==> config.mk <==
export PLATFORM = sky130hd
export DESIGN_NAME = sd_stream_mux_rr
export DESIGN_NICKNAME = d
export VERILOG_FILES = /design/src/rtl/sd_stream_mux_rr.sv
export SDC_FILE = /design/constraint.sdc
export NUM_CORES = 1
export LEC_CHECK = 0
export CORE_MARGIN = 1
export CORE_UTILIZATION = 37
export CTS_CLUSTER_SIZE = 20
export DETAILED_ROUTE_END_ITERATION = 10
export PLACE_DENSITY = 0.78
export SETUP_SLACK_MARGIN = 0.02
export SYNTH_ARGS = -nofsm -noshare
export SYNTH_HDL_FRONTEND = slang
export SYNTH_SLANG_ARGS = --single-unit
==> constraint.sdc <==
create_clock -name clk -period 2.85 [get_ports clk]
set_clock_uncertainty 0.2 [all_clocks]
set_input_delay 0.855 -clock clk [delete_from_list [all_inputs] [get_ports clk]]
set_output_delay 0.855 -clock clk [all_outputs]
set_load 0.01 [all_outputs]
==> src/rtl/sd_stream_mux_rr.sv <==
// Round-robin packet stream mux with a registered output beat.
// A grant is held from the first beat through in_last of that channel.
module sd_stream_mux_rr #(
  parameter int WIDTH    = 16,
  parameter int CHANNELS = 4,
  localparam int SEL_W   = (CHANNELS > 1) ? $clog2(CHANNELS) : 1
) (
  input  logic                      clk,
  input  logic                      rst_n,
  input  logic [CHANNELS*WIDTH-1:0] in_data,
  input  logic [CHANNELS-1:0]       in_valid,
  input  logic [CHANNELS-1:0]       in_last,
  output logic [CHANNELS-1:0]       in_ready,
  output logic [WIDTH-1:0]          out_data,
  output logic                      out_valid,
  output logic                      out_last,
  output logic [SEL_W-1:0]          out_sel,
  input  logic                      out_ready,
  output logic                      busy
);

  typedef enum logic {
    IDLE,
    LOCKED
  } state_t;

  state_t           state;
  state_t           state_nx;
  logic [SEL_W-1:0] cur;
  logic [SEL_W-1:0] cur_nx;
  logic [SEL_W-1:0] ptr;
  logic [SEL_W-1:0] ptr_nx;
  logic [SEL_W-1:0] win;
  logic [SEL_W-1:0] nxt_ptr;
  logic             any_req;
  logic             load_ok;
  logic             xfer;
  logic [WIDTH-1:0] chan [CHANNELS];
  logic [2*CHANNELS-1:0] rot;
  int               pos;
  int               wsum;

  always_comb begin
    for (int i = 0; i < CHANNELS; i++) begin
      chan[i] = in_data[i*WIDTH +: WIDTH];
    end
  end

  // Rotate requests so bit 0 is ptr; the lowest set bit wins.
  always_comb begin
    rot     = {in_valid, in_valid} >> ptr;
    any_req = |in_valid;
    pos     = 0;
    for (int k = CHANNELS - 1; k >= 0; k--) begin
      if (rot[k]) pos = k;
    end
    wsum = int'(ptr) + pos;
    if (wsum >= CHANNELS) wsum = wsum - CHANNELS;
    win = SEL_W'(wsum);
  end

  assign load_ok = !out_valid || out_ready;
  assign xfer    = (state == LOCKED)
                && in_valid[cur] && load_ok;
  assign nxt_ptr = (cur == SEL_W'(CHANNELS - 1))
                 ? '0 : cur + 1'b1;
  assign busy    = (state == LOCKED);

  always_comb begin
    in_ready = '0;
    if (state == LOCKED) in_ready[cur] = load_ok;
  end

  always_comb begin
    state_nx = state;
    cur_nx   = cur;
    ptr_nx   = ptr;
    unique case (state)
      IDLE: begin
        if (any_req) begin
          state_nx = LOCKED;
          cur_nx   = win;
        end
      end
      LOCKED: begin
        if (xfer && in_last[cur]) begin
          state_nx = IDLE;
          ptr_nx   = nxt_ptr;
        end
      end
      default: state_nx = IDLE;
    endcase
  end

  always_ff @(posedge clk or negedge rst_n) begin
    if (!rst_n) begin
      state <= IDLE;
      cur   <= '0;
      ptr   <= '0;
    end else begin
      state <= state_nx;
      cur   <= cur_nx;
      ptr   <= ptr_nx;
    end
  end

  always_ff @(posedge clk or negedge rst_n) begin
    if (!rst_n) begin
      out_valid <= 1'b0;
      out_last  <= 1'b0;
      out_data  <= '0;
      out_sel   <= '0;
    end else if (xfer) begin
      out_valid <= 1'b1;
      out_last  <= in_last[cur];
      out_data  <= chan[cur];
      out_sel   <= cur;
    end else if (out_ready) begin
      out_valid <= 1'b0;
    end
  end

endmodule

### Word-level counts from Yosys, hierarchy flattened

Index checks and enable logic that the tools add are counted.

| word-level totals | value |
|---|---|
| register bits after elaboration | 25 |
| input port bits | 75 |
| output and inout port bits | 25 |
| word-level logic and storage cells | 50 |

| cells by class | value |
|---|---|
| add/sub/neg operators | 3 |
| $lt $le $gt $ge | 4 |
| equal/unequal tests | 1 |
| shifts and indexed selects | 1 |
| mux-type cells | 21 |
| bitwise operators | 3 |
| reduce and logical (&&, ||, !) cells | 10 |

Operators by type and width:

| kind | number |
|---|---|
| $mux W32 | 3 |
| $add A3 B32 Y32 | 1 |
| $bmux W16 S2 | 1 |
| $ge A32 B4 Y1 const B | 1 |
| $mux W16 | 2 |
| $shr A8 B2 Y4 | 1 |
| $mux W1 | 7 |
| $mux W2 | 3 |
| $and A4 B4 Y4 | 1 |
| $bmux W1 S2 | 2 |
| $logic_and A1 B1 Y1 | 4 |
| $mux W4 | 1 |
| $reduce_and A2 Y1 | 2 |
| $reduce_or A4 Y1 | 1 |
| $ge A3 B3 Y1 const B | 1 |
| $lt A2 B3 Y1 const B | 1 |
| $not A2 Y3 | 1 |
| $add A2 B1 Y2 const B | 1 |
| $demux W1 S2 | 1 |
| $eq A2 B2 Y1 const B | 1 |
| $ge A2 B1 Y1 const B | 1 |
| $pmux W1 S2 | 1 |
| $reduce_bool A2 Y1 | 1 |
| $sub A2 B1 Y2 const B | 1 |
| other kinds (3) | 3 |

### Longest topological paths before layout

Gate-level depths: netlist of run 1.

| depth | value |
|---|---|
| depth in word-level cells | 8 |
| gate-level depth with buffers | 9 |
| mapped depth without buffers | 8 |

### Worst setup path before layout of run 1

No wires, ideal clock.

| path | value |
|---|---|
| kind | input to register |
| start point | input port in_valid[0] |
| end point | register cur[1] |
| setup time | 82 ps |
| arrival | 2,366 ps |
| path slack | 202 ps |
| stages | 8 |
| buffers on the path | 0 |
| path through | inv_1 > o21ai_0 > a21oi_1 > o31a_1 > ha_1 > xnor2_1 > or4_1 > a31oi_1 |

| on the way | value |
|---|---|
| word-level cells in the longest chain between the ends | 8 |
| elaborated cells on any way between the ends | 11 |

RTL lines:

| item | RTL line | source |
|---|---|---|
| start: declaration | 11 | `input logic [CHANNELS-1:0] in_valid,` |
| $shr A8 B2 Y4 | 51 | `rot = {in_valid, in_valid} >> ptr;` |
| $mux W2 | 55 | `if (rot[k]) pos = k;` |
| $mux W32 (3 in series) | 55 |  |
| $add A3 B32 Y32 | 57 | `wsum = int'(ptr) + pos;` |
| $ge A32 B4 Y1 or $sub A2 B1 Y2 (tied branches) | 58 | `if (wsum >= CHANNELS) wsum = wsum - CHANNELS;` |
| $mux W2 | 58 |  |
| end signal: assignment | 102 | `cur <= cur_nx;` |
| end: declaration | 29 | `logic [SEL_W-1:0] cur;` |

Parallel ways exist; a longest one is shown, timed or not.
A chain may end at the register's enable or synchronous reset.

### Worst setup path in the final report of run 1

| path | value |
|---|---|
| start point | input port in_valid[2] |
| end point | register cur[1] |

Same word-level chain as after synthesis.

==> results of run 1 <==
## Yosys cell counts (2+ instances only)
cell type  count
nor2_1         3
and3_1         4
nand3b_1       2
dfrtp_1       25
o21ai_0        4
mux2_1        10
buf_6          2
mux2_2         7
inv_1          3
or3b_2         2
ha_1           5
mux4_2        18
buf_4          4
o31ai_1        2
nand2_1       10
a211oi_1       2
## final cells by class
type	count	area, um2	area share [%]
tap	50	62.6	2.22
timing repair buffer	117	1120	39.8
multi-input combinational	85	950	33.7
sequential	25	626	22.2
clock buffer	4	45.0	1.60
inverter	3	11.3	0.400
## metrics by stage
step	utilization [%]	hold slack, ns	setup slack (ns)	cell area, um2	std cells
3_3_place_gp	67.3	0.265	-0.363	2770	279
3_5_place_dp	67.3	0.274	-0.418	2770	279
6_report	68.4	0.290	0.105	2820	284
5_1_grt	68.4	0.326	0.0543	2820	284
2_1_floorplan	-	0.310	0.202	1640	122
4_1_cts	68.0	0.296	0.0411	2800	283
## what timing repair did
item / 4_1_cts / 5_1_grt
hold buffers: 0 / 0
pin swaps: 2 / 0
setup buffers: 0 / 1
gates resized for setup: 22 / 3
endpoints found under the setup margin: 5 / 4
## cells by family (layout without fill, tap and decap cells)
kind of cell,after synthesis,after routing,share of synthesized area [%]
mux,35,35,36.4
simple gates,29,29,10.1
xor+xnor,1,1,0.534
fa+ha+maj,5,5,3.82
compound gates,15,15,6.34
buf+inv,12,124,4.66
flops,25,25,38.2
## where the power goes
| group | switching [uW] | internal, uW | total, uW |
|---|---|---|---|
| Clock | 113 | 100 | 213 |
| Sequential | 150 | 541 | 691 |
| Combinational | 643 | 938 | 1580 |
## flip-flops by register name, summed over array words and instances (netlist names)
| register | flops |
|---|---|
| out_valid | 1 |
| ptr | 2 |
| out_data | 16 |
| out_sel | 2 |
| busy | 1 |
| out_last | 1 |
| cur | 2 |
## worst max path at each step
stage                              to   startpoint  slack (ns)
final                          cur[1]  in_valid[2]        0.11
after global routing           cur[1]  in_valid[2]        0.05
after CTS                 in_ready[0]    out_ready        0.04
after detailed placement       cur[1]  in_valid[0]       -0.42
after global placement    in_ready[0]    out_ready       -0.36
after floorplan                cur[1]  in_valid[0]        0.20
## worst min-delay path: cells and delay by family (launching register included)
kind	cells	cell delay (ns)
DFF	1	0.35
and+or+nand+nor	2	0.11
## layer usage
metal	vias up	routed length, um	share of wire, %
met5	-	0	0
met4	0	142	2.7
met3	12	554	10
met2	83	2680	50
met1	756	1970	37
li1	702	-	-
==> summary.md, run 1 <==
| Metric | Value |
|---|---|
| Status | `completed` |
| Most common cell after layout, fill and taps aside | `clkdlybuf4s50_1` |
| CTS tree | `done` |
| Worst path max stage delay | `0.51 ns` |
| Clock-pin slew on the worst setup and hold paths | `0.09 ns` |
| Post-Syn Area | `0.00164 mm2` |
| Hold path start | `out_last` |
| Die height | `68.6 um` |
| Leak | `0.00119 uW` |
| Most frequent cells in the layout | `clkdlybuf4s50_1, dfrtp_1, mux4_2` |
| Post-synth EDFFs | `0` |
| Setup TNS | `0 ns` |
| Max-cap viol count | `0` |
| Clock sinks | `25` |
| Reg2reg path depth | `8` |
| Critical path arrival | `2.74 ns` |
| Worst Hold Depth | `2` |
| Largest cells by area after synthesis | `dfrtp_1, mux4_2, mux2_1` |
| CP max FO | `3` |
| Worst Path Required | `2.84 ns` |
| Area Overhead vs Synth | `71.8%` |
| Number of cells on the critical path | `8` |
| Total power | `2490 uW` |
| Crit Path Category | `input pin to register` |
| Core area | `0.00412 mm2` |
| Yosys warnings | `0` |
| Hpwl dp | `4.33 mm` |
| Die area | `0.00470 mm2` |
| Global Route met2 Usage | `39.5%` |
| Final setup fails | `0` |
| Hold endpoint | `out_last` |
| Clk buf depth | `2` |
| Reg2Reg Setup Slack | `0.51 ns` |
| Crit-path leading delay family | `compound AO/OA/AOI/OAI gates` |
| Port bufs | `99` |
| Max Slew Vio Count | `0` |
| N_diodes | `0` |
| Fillers | `282` |
| Drt initial violations | `61` |
| Fmax | `364 MHz` |
| Library cells used by synthesis | `35` |
| Tmin final | `2.74 ns` |
| CTS H-Tree Depth | `1` |
| Initial Util | `39.8%` |
| Nets | `315` |
| Unrepaired setup endpoints after global routing | `false` |
| Post-synth top flop | `dfrtp_1` |
| Crit-path cells | `clkdlybuf4s50_1 > a2bb2oi_1 > o211ai_1 > o31a_1 > ha_2 > xnor2_1 > or4_1 > a31oi_1` |
| Grt met3 use | `4.93%` |
| M1 GR Usage | `26.8%` |
| Routed WL | `5.35 mm` |
| Number of synthesized register bits | `25` |
| Sequential fraction of the synthesis area | `38.2%` |
| Syn_nets | `202` |
| Via count | `1,553` |
| Largest area contributor in the netlist | `dfrtp_1` |
| DRC violations left | `0` |
| I/O pin cnt | `100` |
| Max-slew headroom | `76.4%` |
| Maximum vdd ir drop | `0.000409 V` |
| GRT Total Usage | `22.6%` |
| Latest clock arrival within the worst-skew pair | `0.27 ns` |
| Async S/R FF share, synth | `100%` |
| Endpoints failing hold | `0` |
| Largest net degree at the start of global routing | `26` |
| CP Launch Type | `input pin` |
| Grt ovf | `0` |
| Syn avg cell area | `13.4 um2` |
| Die Wd | `68.6 um` |
| Worst-margin pin slew | `0.354 ns` |
| Post-route ant nets | `0` |
| Post-detailed-route wirelength per cell | `18.8 um` |
| DRT Pass-1 Iters | `4` |
| Worst Path Buf+Inv | `1` |
| Mapped Cells | `122` |
| Root buf cell | `clkbuf_8` |
| Worst Setup End Kind | `register` |
| Share of layout cells above drive strength 1 | `24.4%` |
| R2R Path End | `cur[1]` |
| Tcrit/Tclk final | `96.3%` |
| Gpl congestion | `0.714` |
| Rows | `23` |
| Reg2reg start | `ptr[1]` |
| Most used routing layer in global routing | `met2` |
| Via/cell ratio | `5.47` |
| First-pass GRT wire length | `7.62 mm` |
| Post-synth top area share | `38.2%` |
| Cts bufs inserted | `3` |
| Initial antenna violation count | `0` |
| Pwr Density | `883 mW/mm2` |
| Worst Hold Class | `register to register` |
| Vias in the first global route | `1,583` |
| CP max stage cell | `clkdlybuf4s50_1` |
No activity file was read; power rests on OpenSTA's default activity.
==> run 2, diff against run 1 <==
--- a/constraint.sdc
+++ b/constraint.sdc
@@ -4,2 +4,2 @@
 set_output_delay 0.855 -clock clk [all_outputs]
-set_load 0.01 [all_outputs]
+set_load 0.05 [all_outputs]
==> run 2 against run 1 <==
  * Sequential power is 4.1% higher
  * Via count is 0.13% higher
  * Core utilization is 2.1 points higher
  * Highest routed layer unchanged
  * Cell area is 3.1% higher
  * Critical endpoint unchanged
  * Clock-buffer cell count is 1 lower
  * Wire length is 3.1% higher
  * Largest power group unchanged
==> summary.md, run 2 (synthesized netlist as in run 1, its figures left out) <==
| Metric | Value |
|---|---|
| Reg2reg start | `ptr[1]` |
| Max-slew headroom | `64.4%` |
| DRC violations left | `0` |
| Pwr Density | `1080 mW/mm2` |
| Max Slew Vio Count | `0` |
| Critical path arrival | `2.74 ns` |
| Initial antenna violation count | `0` |
| Most frequent cells in the layout | `clkdlybuf4s50_1, dfrtp_1, mux4_2` |
| Largest net degree at the start of global routing | `26` |
| Post-route cell area | `0.00290 mm2` |
| Maximum vdd ir drop | `0.000530 V` |
| Hpwl dp | `4.41 mm` |
| Leak | `0.00119 uW` |
| Die area | `0.00470 mm2` |
| Most common cell after layout, fill and taps aside | `clkdlybuf4s50_1` |
| First-pass GRT wire length | `7.88 mm` |
| Vias in the first global route | `1,594` |
| Gpl congestion | `0.724` |
| Die Wd | `68.6 um` |
| Hold path start | `out_last` |
| Initial Util | `39.8%` |
| Final setup fails | `0` |
| Routed WL | `5.52 mm` |
| Root buf cell | `clkbuf_8` |
| Max FFs per register | `16` |
| CP max stage cell | `or4_1` |
| Hold buffer count at cts | `0` |
| Cts bufs inserted | `3` |
| Worst path max stage delay | `0.51 ns` |
| Tcrit/Tclk final | `96.0%` |
| Crit-path cells | `clkdlybuf4s50_1 > nand2_1 > a21oi_1 > o31a_1 > ha_1 > xnor2_1 > or4_1 > a31oi_2` |
| Post-route ant nets | `0` |
| Clock sinks | `25` |
| Fillers | `281` |
| Uppermost layer routed | `met4` |
| Rows | `23` |
| Via/cell ratio | `5.49` |
| Setup TNS | `0 ns` |
| Max-cap viol count | `0` |
| Latest clock arrival within the worst-skew pair | `0.28 ns` |
| CP Launch Type | `input pin` |
| Drt initial violations | `34` |
| Grt ovf | `0` |
| M1 WL | `1.86 mm` |
| Status | `completed` |
| Crit Path Category | `input pin to register` |
| Unrepaired setup endpoints after global routing | `false` |
| Met2 wire length | `2.93 mm` |
| Area Overhead vs Synth | `77.0%` |
| Worst-margin pin slew | `0.533 ns` |
| Worst Hold Class | `register to register` |
| Hold WS | `0.284 ns` |
| CP max FO | `2` |
| Port bufs | `99` |
| Endpoints failing hold | `0` |
| Tmin final | `2.74 ns` |
| Clk buf depth | `2` |
| Post-detailed-route wirelength per cell | `19.5 um` |
| DRT Pass-1 Iters | `5` |
| CTS H-Tree Depth | `1` |
| Die height | `68.6 um` |
| Placed Area | `0.00282 mm2` |
| Clock-pin slew on the worst setup and hold paths | `0.09 ns` |
| Fmax | `365 MHz` |
| Critical path startpoint | `in_valid[1]` |
| Share of layout cells above drive strength 1 | `25.8%` |
| N_diodes | `0` |
| Met3 WL | `567 um` |
| Post CTS Setup Buffer Count | `0` |
| Core area | `0.00412 mm2` |
| Worst Path Required | `2.86 ns` |
| Worst Setup End Kind | `register` |
| Nets | `314` |
| Largest reg by FF count | `out_data` |
| Via count | `1,555` |
| I/O pin cnt | `100` |
| CTS tree | `done` |
| GRT Total Usage | `23.6%` |
[run 2: cell type report]
type | count | area [um2] | share of cell area [%]
timing repair buffer | 116 | 1180 | 40.8
multi-input combinational | 85 | 971 | 33.5
sequential | 25 | 626 | 21.6
tap | 50 | 62.6 | 2.16
clock buffer | 3 | 41.3 | 1.42
inverter | 3 | 11.3 | 0.388
clock inverter | 1 | 7.51 | 0.259
[run 2: path summary, 6_finish.rpt]
check	end	slack (ns)	depth (start not counted)
hold / removal	out_last	0.28	2
setup reg to reg	cur[1]	0.50	8
setup / recovery	cur[1]	0.11	8
hold reg to reg	out_last	0.28	2
max in group asynchronous	busy	1.46	2
min in group asynchronous	out_data[9]	0.75	2
[run 2: timing repair]
action / 4_1_cts / 5_1_grt
endpoints found under the setup margin: 5 / 2
cloned: 0 / 0
pin swaps: 4 / 0
gates resized for setup: 11 / 2
[run 2: metal layers]
metal	vias up	GRT usage [%]
met2	81	44.1
met4	0	10.2
met1	763	24.6
li1	696	-
met5	-	0
met3	15	5.92
[run 2: report_power, final]
group / leakage, uW / internal (uW) / switching (uW)
logic: 0.000870 / 1040 / 1170
clock network: 0.0000217 / 99.4 / 122
registers: 0.000295 / 540 / 179
[run 2: worst max-delay path: cells and delay by family]
family          cells  cell delay, ns
compound gates      3            0.52
xor+xnor            1            0.14
fa+ha+maj           1            0.19
buf+inv             1            0.42
simple gates        2            0.61
[run 2: per-stage QoR]
| step | total power [uW] | setup slack, ns | instances | utilization (%) |
|---|---|---|---|---|
| 2_1_floorplan | 2080 | 0.202 | 122 | - |
| 3_3_place_gp | 2820 | -0.336 | 279 | 68.5 |
| 3_5_place_dp | 2890 | -0.424 | 279 | 68.5 |
| 4_1_cts | 3140 | 0.0691 | 283 | 70.3 |
| 5_1_grt | 3310 | 0.0333 | 283 | 70.5 |
| 6_report | 3140 | 0.113 | 283 | 70.5 |
==> run 3, diff against run 2 <==
Settings changed: CORE_UTILIZATION 37 to 41, DONT_BUFFER_PORTS from default to 1, PLACE_DENSITY 0.78 to 0.53.
==> run 3 against run 2 <==
  * Maximum frequency grew 6.4%
  * Critical path type is now input pin to output port
  * Total power shrank 20%
  * Register-to-register slack lost 0.03 ns
  * Setup slack gained 0.16 ns
  * Wire length shrank 32%
  * Die area shrank 9.5%
  * Cell area shrank 39%
==> summary.md, run 3 (synthesized netlist as in run 1, its figures left out) <==
| Metric | Value |
|---|---|
| CP Launch Type | `input pin` |
| Post CTS Setup Buffer Count | `0` |
| CTS H-Tree Depth | `1` |
| Fmax | `389 MHz` |
| DRC violations left | `0` |
| CTS tree | `done` |
| Worst Path Required | `1.80 ns` |
| Clk buf depth | `2` |
| Via/cell ratio | `5.98` |
| Port bufs | `0` |
| Largest reg by FF count | `out_data` |
| Post-CTS Resized | `0` |
| Clock sinks | `25` |
| First-pass GRT wire length | `5.54 mm` |
| Root buf cell | `clkbuf_8` |
| Hpwl dp | `2.99 mm` |
| N_diodes | `0` |
| Hold buffer count at cts | `0` |
| Post-route ant nets | `0` |
| Post-detailed-route wirelength per cell | `21.6 um` |
| Core area | `0.00374 mm2` |
| DRT Pass-1 Iters | `4` |
| Endpoints failing hold | `0` |
| Leak | `0.000737 uW` |
| Setup TNS | `0 ns` |
| Max Slew Vio Count | `0` |
| Initial Util | `43.8%` |
| Worst-margin pin slew | `0.523 ns` |
| CP max FO | `7` |
| Rows | `22` |
| Worst Setup End Kind | `output port` |
| Pwr Density | `1410 mW/mm2` |
| Worst Hold Class | `input pin to asynchronous set/reset pin` |
| Via count | `1,047` |
| Unrepaired setup endpoints after global routing | `false` |
| Final setup fails | `0` |
| Area Overhead vs Synth | `8.78%` |
| Hold WS | `0.0624 ns` |
| Latest clock arrival within the worst-skew pair | `0.27 ns` |
| Critical path arrival | `1.52 ns` |
| Largest net degree at the start of global routing | `26` |
| Max-cap viol count | `0` |
| Max-slew headroom | `65.1%` |
| Share of layout cells above drive strength 1 | `33.1%` |
| Cts bufs inserted | `3` |
| Maximum vdd ir drop | `0.000603 V` |
| Die height | `65.2 um` |
| Max FFs per register | `16` |
| Clock-pin slew on the worst setup and hold paths | `0.10 ns` |
| Gpl congestion | `0.844` |
| Drt initial violations | `31` |
| Crit Path Category | `input pin to output port` |
| Tmin final | `2.57 ns` |
| Vias in the first global route | `1,092` |
| Grt ovf | `0` |
| Most frequent cells in the layout | `dfrtp_1, mux4_2, nand2_1, mux2_1, buf_4` |
| Die area | `0.00425 mm2` |
| Tcrit/Tclk final | `90.3%` |
| Routed WL | `3.77 mm` |
| Die Wd | `65.2 um` |
| Initial antenna violation count | `0` |
| I/O pin cnt | `100` |
| Most common cell after layout, fill and taps aside | `dfrtp_1` |
| Nets | `208` |
| GRT Total Usage | `17.8%` |
| Status | `completed` |
==> run 3: final timing paths <==
check                           startpoint          end  slack (ns)  depth (start not counted)
worst max-delay path             out_ready  in_ready[2]        0.28                          3
worst min-delay path                 rst_n  out_data[3]        0.06                          0
min in group clk                      busy    out_valid        0.43                          2
worst max register to register      ptr[1]       cur[1]        0.47                          7
worst min register to register        busy    out_valid        0.43                          2
max in group asynchronous            rst_n         busy        2.31                          0
==> run 3: area by class of cell <==
| cell class | count | area (um2) |
|---|---|---|
| Clock buffer | 3 | 41.3 |
| Clock inverter | 1 | 7.51 |
| Fill cell | 359 | 1960 |
| Inverter | 3 | 11.3 |
| Multi-Input combinational cell | 85 | 937 |
| Sequential cell | 25 | 626 |
| Tap cell | 48 | 60.1 |
| Timing Repair Buffer | 10 | 100 |
==> run 3: power by group <==
| group | internal [uW] | leakage (uW) | switching (uW) |
|---|---|---|---|
| clock | 99.2 | 0.0000217 | 122 |
| combinational | 575 | 0.000421 | 530 |
| sequential | 532 | 0.000295 | 661 |
| total | 1210 | 0.000737 | 1310 |
==> run 3: per-layer routing <==
metal	global-route usage [%]	vias up	share of wire (%)
met4	5.71	0	0.48
met5	0	-	0
li1	-	480	-
met3	5.03	2	8.5
met2	29.0	51	51
met1	22.9	514	40
==> run 3: through the flow <==
stage | worst slack [ns] | utilization, % | power [uW] | area (um2) | std cells
2_1_floorplan | 0.202 | - | 2080 | 1640 | 122
3_3_place_gp | 0.165 | 46.3 | 2290 | 1730 | 171
3_5_place_dp | 0.0795 | 46.3 | 2330 | 1730 | 171
4_1_cts | 0.282 | 47.6 | 2550 | 1780 | 175
5_1_grt | 0.166 | 47.6 | 2670 | 1780 | 175
6_report | 0.276 | 47.6 | 2520 | 1780 | 175
==> run 3: worst max-delay path: stages <==
cell	delay [ns]
nand2b_1	0.22
and3_1	0.25
buf_4	0.19
